===== config.mk =====
export PLATFORM = sky130hd
export DESIGN_NAME = uart_tx_buffered
export DESIGN_NICKNAME = d
export VERILOG_FILES = /design/src/rtl/uart_tx_buffered.sv
export SDC_FILE = /design/constraint.sdc
export NUM_CORES = 1
export LEC_CHECK = 0
export CAP_MARGIN = 25
export CORE_AREA = 10 10 99 84
export CTS_BUF_LIST = sky130_fd_sc_hd__clkbuf_4
export DETAILED_ROUTE_END_ITERATION = 8
export DIE_AREA = 0 0 109 94
export GPL_TIMING_DRIVEN = 0
export PLACE_DENSITY_LB_ADDON = 0.25
export SLEW_MARGIN = 20
export SYNTH_ARGS = -nofsm -noshare
export SYNTH_HDL_FRONTEND = slang
export SYNTH_SLANG_ARGS = --single-unit
export TNS_END_PERCENT = 5

===== constraint.sdc =====
create_clock -name clk -period 3 [get_ports clk]
set_clock_uncertainty 0.15 [all_clocks]
set_input_delay 0.45 -clock clk [delete_from_list [all_inputs] [get_ports clk]]
set_output_delay 0.45 -clock clk [all_outputs]
set_load 0.01 [all_outputs]

===== src/rtl/uart_tx_buffered.sv =====
// 8N1 UART transmitter fed by a small byte FIFO.
// Outputs are registered from the FSM state, so tx/busy/done share one cycle of lag.
module uart_tx_buffered #(
    parameter int CLKS_PER_BIT = 326,
    parameter int FIFO_DEPTH   = 4,
    parameter int ADDR_W       = 2
) (
    input  logic              clk,
    input  logic              reset,
    input  logic              wr_en,
    input  logic [7:0]        wr_data,
    output logic              tx,
    output logic              tx_busy,
    output logic              tx_done_tick,
    output logic              fifo_full,
    output logic              fifo_empty,
    output logic [ADDR_W:0]   fifo_count,
    output logic              overflow
);
    localparam int BAUD_W = (CLKS_PER_BIT > 1) ? $clog2(CLKS_PER_BIT) : 1;
    localparam logic [BAUD_W-1:0] BAUD_LAST = BAUD_W'(CLKS_PER_BIT - 1);
    localparam logic [ADDR_W:0]   DEPTH_C   = (ADDR_W + 1)'(FIFO_DEPTH);

    typedef enum logic [1:0] {IDLE, START, DATA, STOP} state_t;

    logic [7:0]        mem [FIFO_DEPTH];
    logic [ADDR_W-1:0] wr_ptr, rd_ptr;
    logic [ADDR_W:0]   count_nxt;
    logic              push, pop;

    state_t            state, state_n;
    logic [BAUD_W-1:0] baud, baud_n;
    logic [2:0]        bit_idx, bit_n;
    logic [7:0]        shift, shift_n;
    logic              baud_last;

    // Full is the registered flag, so a same-cycle pop never rescues a write.
    assign push = wr_en && !fifo_full;

    always_ff @(posedge clk) begin
        if (push) mem[wr_ptr] <= wr_data;
    end

    always_comb begin
        count_nxt = fifo_count + {{ADDR_W{1'b0}}, push} - {{ADDR_W{1'b0}}, pop};
    end

    always_ff @(posedge clk or negedge reset) begin
        if (!reset) begin
            wr_ptr     <= '0;
            rd_ptr     <= '0;
            fifo_count <= '0;
            fifo_full  <= 1'b0;
            fifo_empty <= 1'b1;
            overflow   <= 1'b0;
        end else begin
            if (push) wr_ptr <= wr_ptr + 1'b1;
            if (pop)  rd_ptr <= rd_ptr + 1'b1;
            if (wr_en && fifo_full) overflow <= 1'b1;
            fifo_count <= count_nxt;
            fifo_full  <= (count_nxt == DEPTH_C);
            fifo_empty <= (count_nxt == '0);
        end
    end

    always_ff @(posedge clk or negedge reset) begin
        if (!reset) begin
            state        <= IDLE;
            baud         <= '0;
            bit_idx      <= '0;
            shift        <= '0;
            tx           <= 1'b1;
            tx_busy      <= 1'b0;
            tx_done_tick <= 1'b0;
        end else begin
            state        <= state_n;
            baud         <= baud_n;
            bit_idx      <= bit_n;
            shift        <= shift_n;
            tx           <= (state == START) ? 1'b0 : (state == DATA) ? shift[0] : 1'b1;
            tx_busy      <= (state != IDLE);
            tx_done_tick <= (state == STOP) && baud_last;
        end
    end

    always_comb begin
        state_n   = state;
        baud_n    = baud;
        bit_n     = bit_idx;
        shift_n   = shift;
        pop       = 1'b0;
        baud_last = (baud == BAUD_LAST);
        case (state)
            IDLE: begin
                if (!fifo_empty) begin
                    pop     = 1'b1;
                    shift_n = mem[rd_ptr];
                    baud_n  = '0;
                    state_n = START;
                end
            end
            START: begin
                if (baud_last) begin
                    baud_n  = '0;
                    bit_n   = '0;
                    state_n = DATA;
                end else begin
                    baud_n = baud + 1'b1;
                end
            end
            DATA: begin
                if (baud_last) begin
                    baud_n  = '0;
                    shift_n = {1'b0, shift[7:1]};
                    if (bit_idx == 3'd7) state_n = STOP;
                    else                 bit_n   = bit_idx + 1'b1;
                end else begin
                    baud_n = baud + 1'b1;
                end
            end
            STOP: begin
                if (baud_last) begin
                    baud_n = '0;
                    // Chain straight into the next start bit when more data is queued.
                    if (!fifo_empty) begin
                        pop     = 1'b1;
                        shift_n = mem[rd_ptr];
                        state_n = START;
                    end else begin
                        state_n = IDLE;
                    end
                end else begin
                    baud_n = baud + 1'b1;
                end
            end
            default: state_n = IDLE;
        endcase
    end
endmodule


==> results.json, run 1 <==
{
  "regArea_mm2": 0.001841,
  "firstDrtPassIters": 4,
  "fp.coreArea_mm2": 0.006279,
  "route.detailed.drc": 0,
  "period_needed_ns": 2.831,
  "p_sw_mw": 1.185,
  "syn2layout_area_growth_pct": 17.76,
  "synthCells": 211,
  "synth_edf_count": 32,
  "fp-row-count": 26,
  "synth_top_area_cell": "edfxtp_1",
  "ant_nets": 0,
  "async_flop_share_pct": 52.24,
  "ys_seq_area_share_pct": 60.84,
  "stdcell_count": 336,
  "worstPathCellList": "buf_2 -> nor4b_4 -> a31oi_2 -> nor3_2 -> ha_1 -> inv_1 -> ha_1 -> inv_1 -> fa_2 -> xnor2_2 -> xnor2_2 -> nor3b_2",
  "dieHeight_um": 94,
  "worstMarginPinSlew_ns": 0.6027,
  "clk_pin_slew_ns": 0.12,
  "p_per_area_mw_per_mm2": 955.8,
  "clockBufferDepth": 2,
  "synth_cell_types": 42,
  "globalRouteOverflowTotal": 0,
  "htreeDepth": 3,
  "initial_core_util_pct": 48.15,
  "final_max_slew_viol_count": 0,
  "worstPathRequired_ns": 3.19,
  "ios": 20,
  "leakagePower_nw": 1.446,
  "ys_ff_latch": 67,
  "crit_family": "adder cells",
  "grt_pass1_wl_um": 8852,
  "die_x_um": 109,
  "finalPower_mw": 3.402,
  "grt_pass1_vias": 1763,
  "hold_viol": 0,
  "multi_input_area_mm2": 0.001135,
  "track_usage_pct": 11.23,
  "fp.dieArea_mm2": 0.01025,
  "cpPeakStageDelay_ns": 0.38,
  "critical-path-slowest-cell": "dfrtp_1",
  "timing_worst_setup_path_type": "flop to flop",
  "fmax_ghz": 0.3532,
  "num_antenna_cells": 0,
  "cts_root_buffer": "clkbuf_4",
  "clockPowerShare_pct": 18.3,
  "final_layout_size_suffix_gt1_share_pct": 23.81,
  "syn_nets": 239,
  "synth_area_leaders": "edfxtp_1 (32%), dfrtp_1 (27%), ha_1 (6.6%)",
  "peakVddDrop_v": 0.0004776,
  "slew-limit-headroom_pct": 59.82,
  "gp_congestion": 0.7838,
  "fin_nets": 275,
  "synth_top_area_share_pct": 31.79,
  "cts_tree": "yes",
  "via_per_inst": 5.060,
  "setup_viol": 0,
  "final_cell_mix": "dfrtp_1 (32), edfxtp_1 (32), clkdlybuf4s50_1 (18), ha_1 (16), inv_1 (15)",
  "p_sw_share_pct": 34.82,
  "yosys_warnings": 0,
  "vias": 1700,
  "startpoint_type": "flop",
  "drt-initial-drc-count": 61,
  "crit_arrival_ns": 3.02,
  "syn_area_mm2": 0.003023,
  "internal_power_mw": 2.218,
  "antenna_found_initial": 0,
  "cp_num_buf_inv": 3,
  "clock-sinks": 67,
  "numCtsBuffers": 9,
  "power_frac_seq_pct": 41.5,
  "dp_hpwl_um": 3541,
  "dp.cells": 315,
  "status": "finished clean",
  "endpoint_kind": "flop",
  "nFillCells": 501,
  "final_util_pct": 56.70,
  "path_max_fanout": 9,
  "pwr-share-comb_pct": 40.3,
  "hold_path_class": "primary input to async pin",
  "clk-insertion-delay-late_ns": 0.41,
  "synth-main-ff-cell": "dfrtp_1",
  "port-buffer-count": 19,
  "grt_max_degree": 32,
  "period_share_pct": 94.37,
  "avgRoutedWirePerCell_um": 15.57,
  "avgSynthCellArea_um2": 14.33,
  "drv_cap": 0,
  "totalWireLength_um": 5232
}
worst reg2reg max path, cell delays in order, from the launching register on:
cell and delay, ns:
dfrtp_1 0.38, buf_2 0.18, nor4b_4 0.29, a31oi_2 0.17
nor3_2 0.24, ha_1 0.27, inv_1 0.07, ha_1 0.13
inv_1 0.05, fa_2 0.35, xnor2_2 0.17, xnor2_2 0.14
nor3b_2 0.18
through the flow:
| stage | hold WS [ns] | setup slack [ns] | area, µm² | setup TNS (ns) |
|---|---|---|---|---|
| 2_1_floorplan | 0.004409 | 0.2359 | 3023 | 0 |
| 3_3_place_gp | 0.2878 | -0.1022 | 3318 | -0.1022 |
| 3_5_place_dp | 0.1384 | -0.1291 | 3333 | -0.1418 |
| 4_1_cts | 0.2297 | 0.004809 | 3512 | 0 |
| 5_1_grt | 0.2418 | -0.005851 | 3560 | -0.005851 |
| 6_report | 0.2463 | 0.1688 | 3560 | 0 |
path summary, 6_finish.rpt:
path | start | end | slack, ns | cells after the start
min in group clk | overflow | overflow | 0.33 | 1
setup / recovery | baud[4] | fifo_full | 0.17 | 12
setup reg to reg | baud[4] | fifo_full | 0.17 | 12
hold reg to reg | overflow | overflow | 0.33 | 1
max in group asynchronous | reset | fifo_empty | 2.00 | 3
hold / removal | reset | shift[4] | 0.25 | 2
synth_stat cells (3+ instances only):
master    count
clkbuf_1      3
dfrtp_1      33
a21oi_1       9
o21ai_0       7
mux2i_1       3
edfxtp_1     32
a31oi_1       6
and3_1        3
xor2_1        4
nor3_1        3
nand2_1      11
xnor2_1       3
mux4_2        8
and2_1        7
ha_1         16
nand2b_1      3
nand4_1       3
inv_1        15
mux2_2       12
nand3_1       3
state kept, by name, summed over array words and instances, names as in the netlist, 2 cells and up:
register / cells
rd_ptr: 2
shift: 8
bit_idx: 3
wr_ptr: 2
baud: 9
mem: 32
fifo_count: 3
state: 2
repair_timing:
action	in CTS	in global routing
hold endpoints to repair	33	0
pin swaps	1	3
hold buffers	1	0
endpoints found under the setup margin	2	2
buffers inserted	1	3
resized for setup	2	6
power by group through the flow:
stage          clock (mW)  sequential [mW]  combinational (mW)
5_1_grt             0.694             1.45                1.53
2_1_floorplan           0             1.41               0.968
3_3_place_gp            0             1.41                1.29
6_report            0.621             1.41                1.37
3_5_place_dp            0             1.42                1.31
4_1_cts             0.644             1.41                1.33
cells by family after synthesis:
logic type / Yosys count / synth area share [%]
AO/OA/AOI/OAI: 34 / 7.409
XOR/XNOR: 7 / 2.028
adder cells (fa/ha/maj): 17 / 7.285
buffers and inverters: 21 / 2.773
flip-flops: 67 / 60.84
multiplexers: 23 / 11.42
AND/OR/NAND/NOR: 42 / 8.237
metal layers:
layer	share of wire, %	wire [µm]	vias up	track usage [%]
met5	0	0	-	0
met4	0.99	52	0	3.289
met3	6.3	327	5	5.418
met2	43	2271	35	15.92
met1	49	2581	811	14.82
li1	-	-	849	-
cell type report:
cell class	instances	area share (%)
Clock buffer	9	1.898
Tap cell	84	2.953
Multi-Input combinational cell	123	31.88
Sequential cell	67	51.70
Clock inverter	7	2.320
Buffer	5	0.6678
Timing Repair Buffer	25	6.889
Inverter	16	1.687
No activity file was read; power rests on OpenSTA's default activity.
==> inputs of run 2 (changes only) <==
--- a/config.mk
+++ b/config.mk
@@ -8,6 +8,7 @@
 export CAP_MARGIN = 25
 export CORE_AREA = 10 10 99 84
 export CTS_BUF_LIST = sky130_fd_sc_hd__clkbuf_4
+export CTS_CLUSTER_SIZE = 14
 export DETAILED_ROUTE_END_ITERATION = 8
 export DIE_AREA = 0 0 109 94
 export GPL_TIMING_DRIVEN = 0
==> results of run 2 <==
Final layout, timing and power as in run 1 (identical DEF).
==> inputs of run 3 (changes only) <==
--- a/config.mk
+++ b/config.mk
@@ -6,11 +6,13 @@
 export NUM_CORES = 1
 export LEC_CHECK = 0
 export CAP_MARGIN = 25
-export CORE_AREA = 10 10 99 84
+export CELL_PAD_IN_SITES_DETAIL_PLACEMENT = 1
+export CELL_PAD_IN_SITES_GLOBAL_PLACEMENT = 1
+export CORE_AREA = 10 10 102 86
 export CTS_BUF_LIST = sky130_fd_sc_hd__clkbuf_4
 export CTS_CLUSTER_SIZE = 14
 export DETAILED_ROUTE_END_ITERATION = 8
-export DIE_AREA = 0 0 109 94
+export DIE_AREA = 0 0 112 96
 export GPL_TIMING_DRIVEN = 0
 export PLACE_DENSITY_LB_ADDON = 0.25
 export SLEW_MARGIN = 20
==> constraint.sdc (replaced) <==
create_clock -name clk -period 3 [get_ports clk]
set_clock_uncertainty 0.15 [all_clocks]
set_input_delay 0.45 -clock clk [delete_from_list [all_inputs] [get_ports clk]]
set_output_delay 0.45 -clock clk [all_outputs]
set_load 0.05 [all_outputs]
==> run 3 against run 2 <==
Effect of this change:
- fmax decreased by 0.85%
- flip-flop and latch count unchanged
- first-iteration DRC count decreased by 28%
- core utilization decreased by 3.4 points
- count of clock-buffer cells in the layout unchanged
- register-to-register slack got worse by 0.02 ns
- critical path depth increased by 1
- sequential power about the same
- largest cell class unchanged
- largest power group is now combinational cells
- highest routed layer unchanged
==> results.json, run 3 (synthesized netlist as in run 1, its figures left out) <==
{
  "status": "finished clean",
  "use_met3_pct": 4.975,
  "fp-row-count": 27,
  "ant_nets": 0,
  "final_cell_mix": "edfxtp_1 (32), dfrtp_1 (31), clkdlybuf4s50_1 (18), inv_1 (15), ha_1 (15)",
  "startpoint_type": "flop",
  "period_share_pct": 95.18,
  "grt_util_met2_pct": 16.76,
  "startpoint": "baud[1]",
  "hold_path_class": "primary input to async pin",
  "final_area_mm2": 0.003581,
  "path_max_fanout": 3,
  "port-buffer-count": 19,
  "r2r-start": "baud[1]",
  "firstDrtPassIters": 4,
  "avgRoutedWirePerCell_um": 17.32,
  "globalRouteOverflowTotal": 0,
  "place_area_mm2": 0.003337,
  "route.detailed.drc": 0,
  "grt_max_degree": 30,
  "initial_core_util_pct": 44.97,
  "fp.dieArea_mm2": 0.01075,
  "regMostFlops": "mem",
  "grtUsageMet1_pct": 15.24,
  "layout_commonest_cell": "edfxtp_1",
  "worstPathCellList": "inv_1 -> ha_1 -> and4b_2 -> a31oi_4 -> nor3_4 -> ha_1 -> inv_1 -> ha_1 -> inv_1 -> fa_2 -> xnor2_1 -> xnor2_1 -> nor3b_2",
  "drt-initial-drc-count": 44,
  "fin_setup_tns_ns": 0,
  "clockBufferDepth": 2,
  "final_util_pct": 53.27,
  "htreeDepth": 3,
  "cts_root_buffer": "clkbuf_4",
  "fin_ws_ns": 0.1445,
  "stdcell_count": 345,
  "peakVddDrop_v": 0.0008430,
  "whs_ns": 0.2521,
  "fmax_ghz": 0.3502,
  "totalWireLength_um": 5974,
  "internal_power_mw": 2.179,
  "endpoint_kind": "flop",
  "cpPeakStageDelay_ns": 0.40,
  "final_layout_size_suffix_gt1_share_pct": 24.81,
  "pwr-share-comb_pct": 46.0,
  "clk_pin_slew_ns": 0.11,
  "numCtsBuffers": 9,
  "cp_num_buf_inv": 3,
  "clockPowerShare_pct": 14.1,
  "grt_pass1_wl_um": 9825,
  "gr-max-usage-layer": "met2",
  "syn2layout_area_growth_pct": 18.46,
  "fp.coreArea_mm2": 0.006723,
  "cts_tree": "yes",
  "via_per_inst": 5.258,
  "track_usage_pct": 11.54,
  "slew-limit-headroom_pct": 57.52,
  "critical-path-slowest-cell": "dfrtp_1",
  "final_max_slew_viol_count": 0,
  "dieHeight_um": 96,
  "finalPower_mw": 3.529,
  "crit_arrival_ns": 3.04,
  "reg2regPathDepth": 13,
  "reg_top3": "mem x32, baud x9, shift x8",
  "clk-insertion-delay-late_ns": 0.41,
  "antenna_found_initial": 0,
  "grt_pass1_vias": 1925,
  "dp.cells": 318,
  "worstPathRequired_ns": 3.19,
  "num_antenna_cells": 0,
  "worstMarginPinSlew_ns": 0.6372,
  "vias": 1814,
  "timing_worst_setup_path_type": "flop to flop",
  "r2r_end": "fifo_full",
  "crit_family": "adder cells",
  "r2r_slack_ns": 0.14,
  "drv_cap": 0,
  "fin_nets": 281,
  "largest_reg_flops": 32,
  "die_x_um": 112,
  "p_sw_mw": 1.350,
  "clock-sinks": 67,
  "p_per_area_mw_per_mm2": 985.4,
  "leakagePower_nw": 1.447,
  "p_sw_share_pct": 38.25,
  "power_frac_seq_pct": 39.9,
  "period_needed_ns": 2.856,
  "ios": 20,
  "dp_hpwl_um": 4022,
  "place_ws_ns": -0.1889,
  "setup_viol": 0,
  "hold_viol": 0,
  "gp_congestion": 0.7026
}
## run 3: changes by cell type in the layout (fill, tap and decap cells not counted), moves of 2 or more
cell      before  now
clkinv_1       0    2
xnor2_1        1    3
inv_6          2    0
xnor2_2        2    0
buf_4          5   11
## run 3: final cells by class
type / count / area (µm²)
multi-input cells: 123 / 1137
flip-flops and latches: 67 / 1842
fillers: 681 / 3142
clock inverters: 7 / 45.04
repair buffers: 31 / 290.3
well taps: 87 / 108.9
inverters: 16 / 60.06
clock buffers: 9 / 67.56
plain buffers: 5 / 30.03
## run 3: worst reg2reg max path: stages (launching register included)
cell,delay (ns)
dfrtp_1,0.40
inv_1,0.08
ha_1,0.14
and4b_2,0.27
a31oi_4,0.12
nor3_4,0.22
ha_1,0.26
inv_1,0.06
ha_1,0.13
inv_1,0.05
fa_2,0.33
xnor2_1,0.14
xnor2_1,0.25
nor3b_2,0.20
## run 3: worst max path at each step
stage	end	depth (start not counted)
after floorplan	fifo_full	11
after global placement	fifo_full	12
after detailed placement	fifo_full	12
after CTS	fifo_full	12
after global routing	fifo_full	13
final	fifo_full	13
## run 3: routing by layer
layer	vias to the layer above	share of wire, %
met2	26	44
li1	861	-
met4	0	0.87
met5	-	0
met3	7	4.3
met1	920	51
## run 3: repair_timing
item | in CTS | in global routing
hold buffers | 1 | 0
hold endpoints to repair | 33 | 0
endpoints found under the setup margin | 2 | 3
gates resized for setup | 3 | 10
buffers inserted | 1 | 9
pin swaps | 1 | 5
## run 3: power by group through the flow
stage	sequential (mW)	clock, mW	combinational [mW]
after floorplan	1.54	0	0.968
after global placement	1.42	0	1.45
after detailed placement	1.43	0	1.48
after CTS	1.41	0.520	1.49
after global routing	1.45	0.549	1.81
final	1.41	0.498	1.62
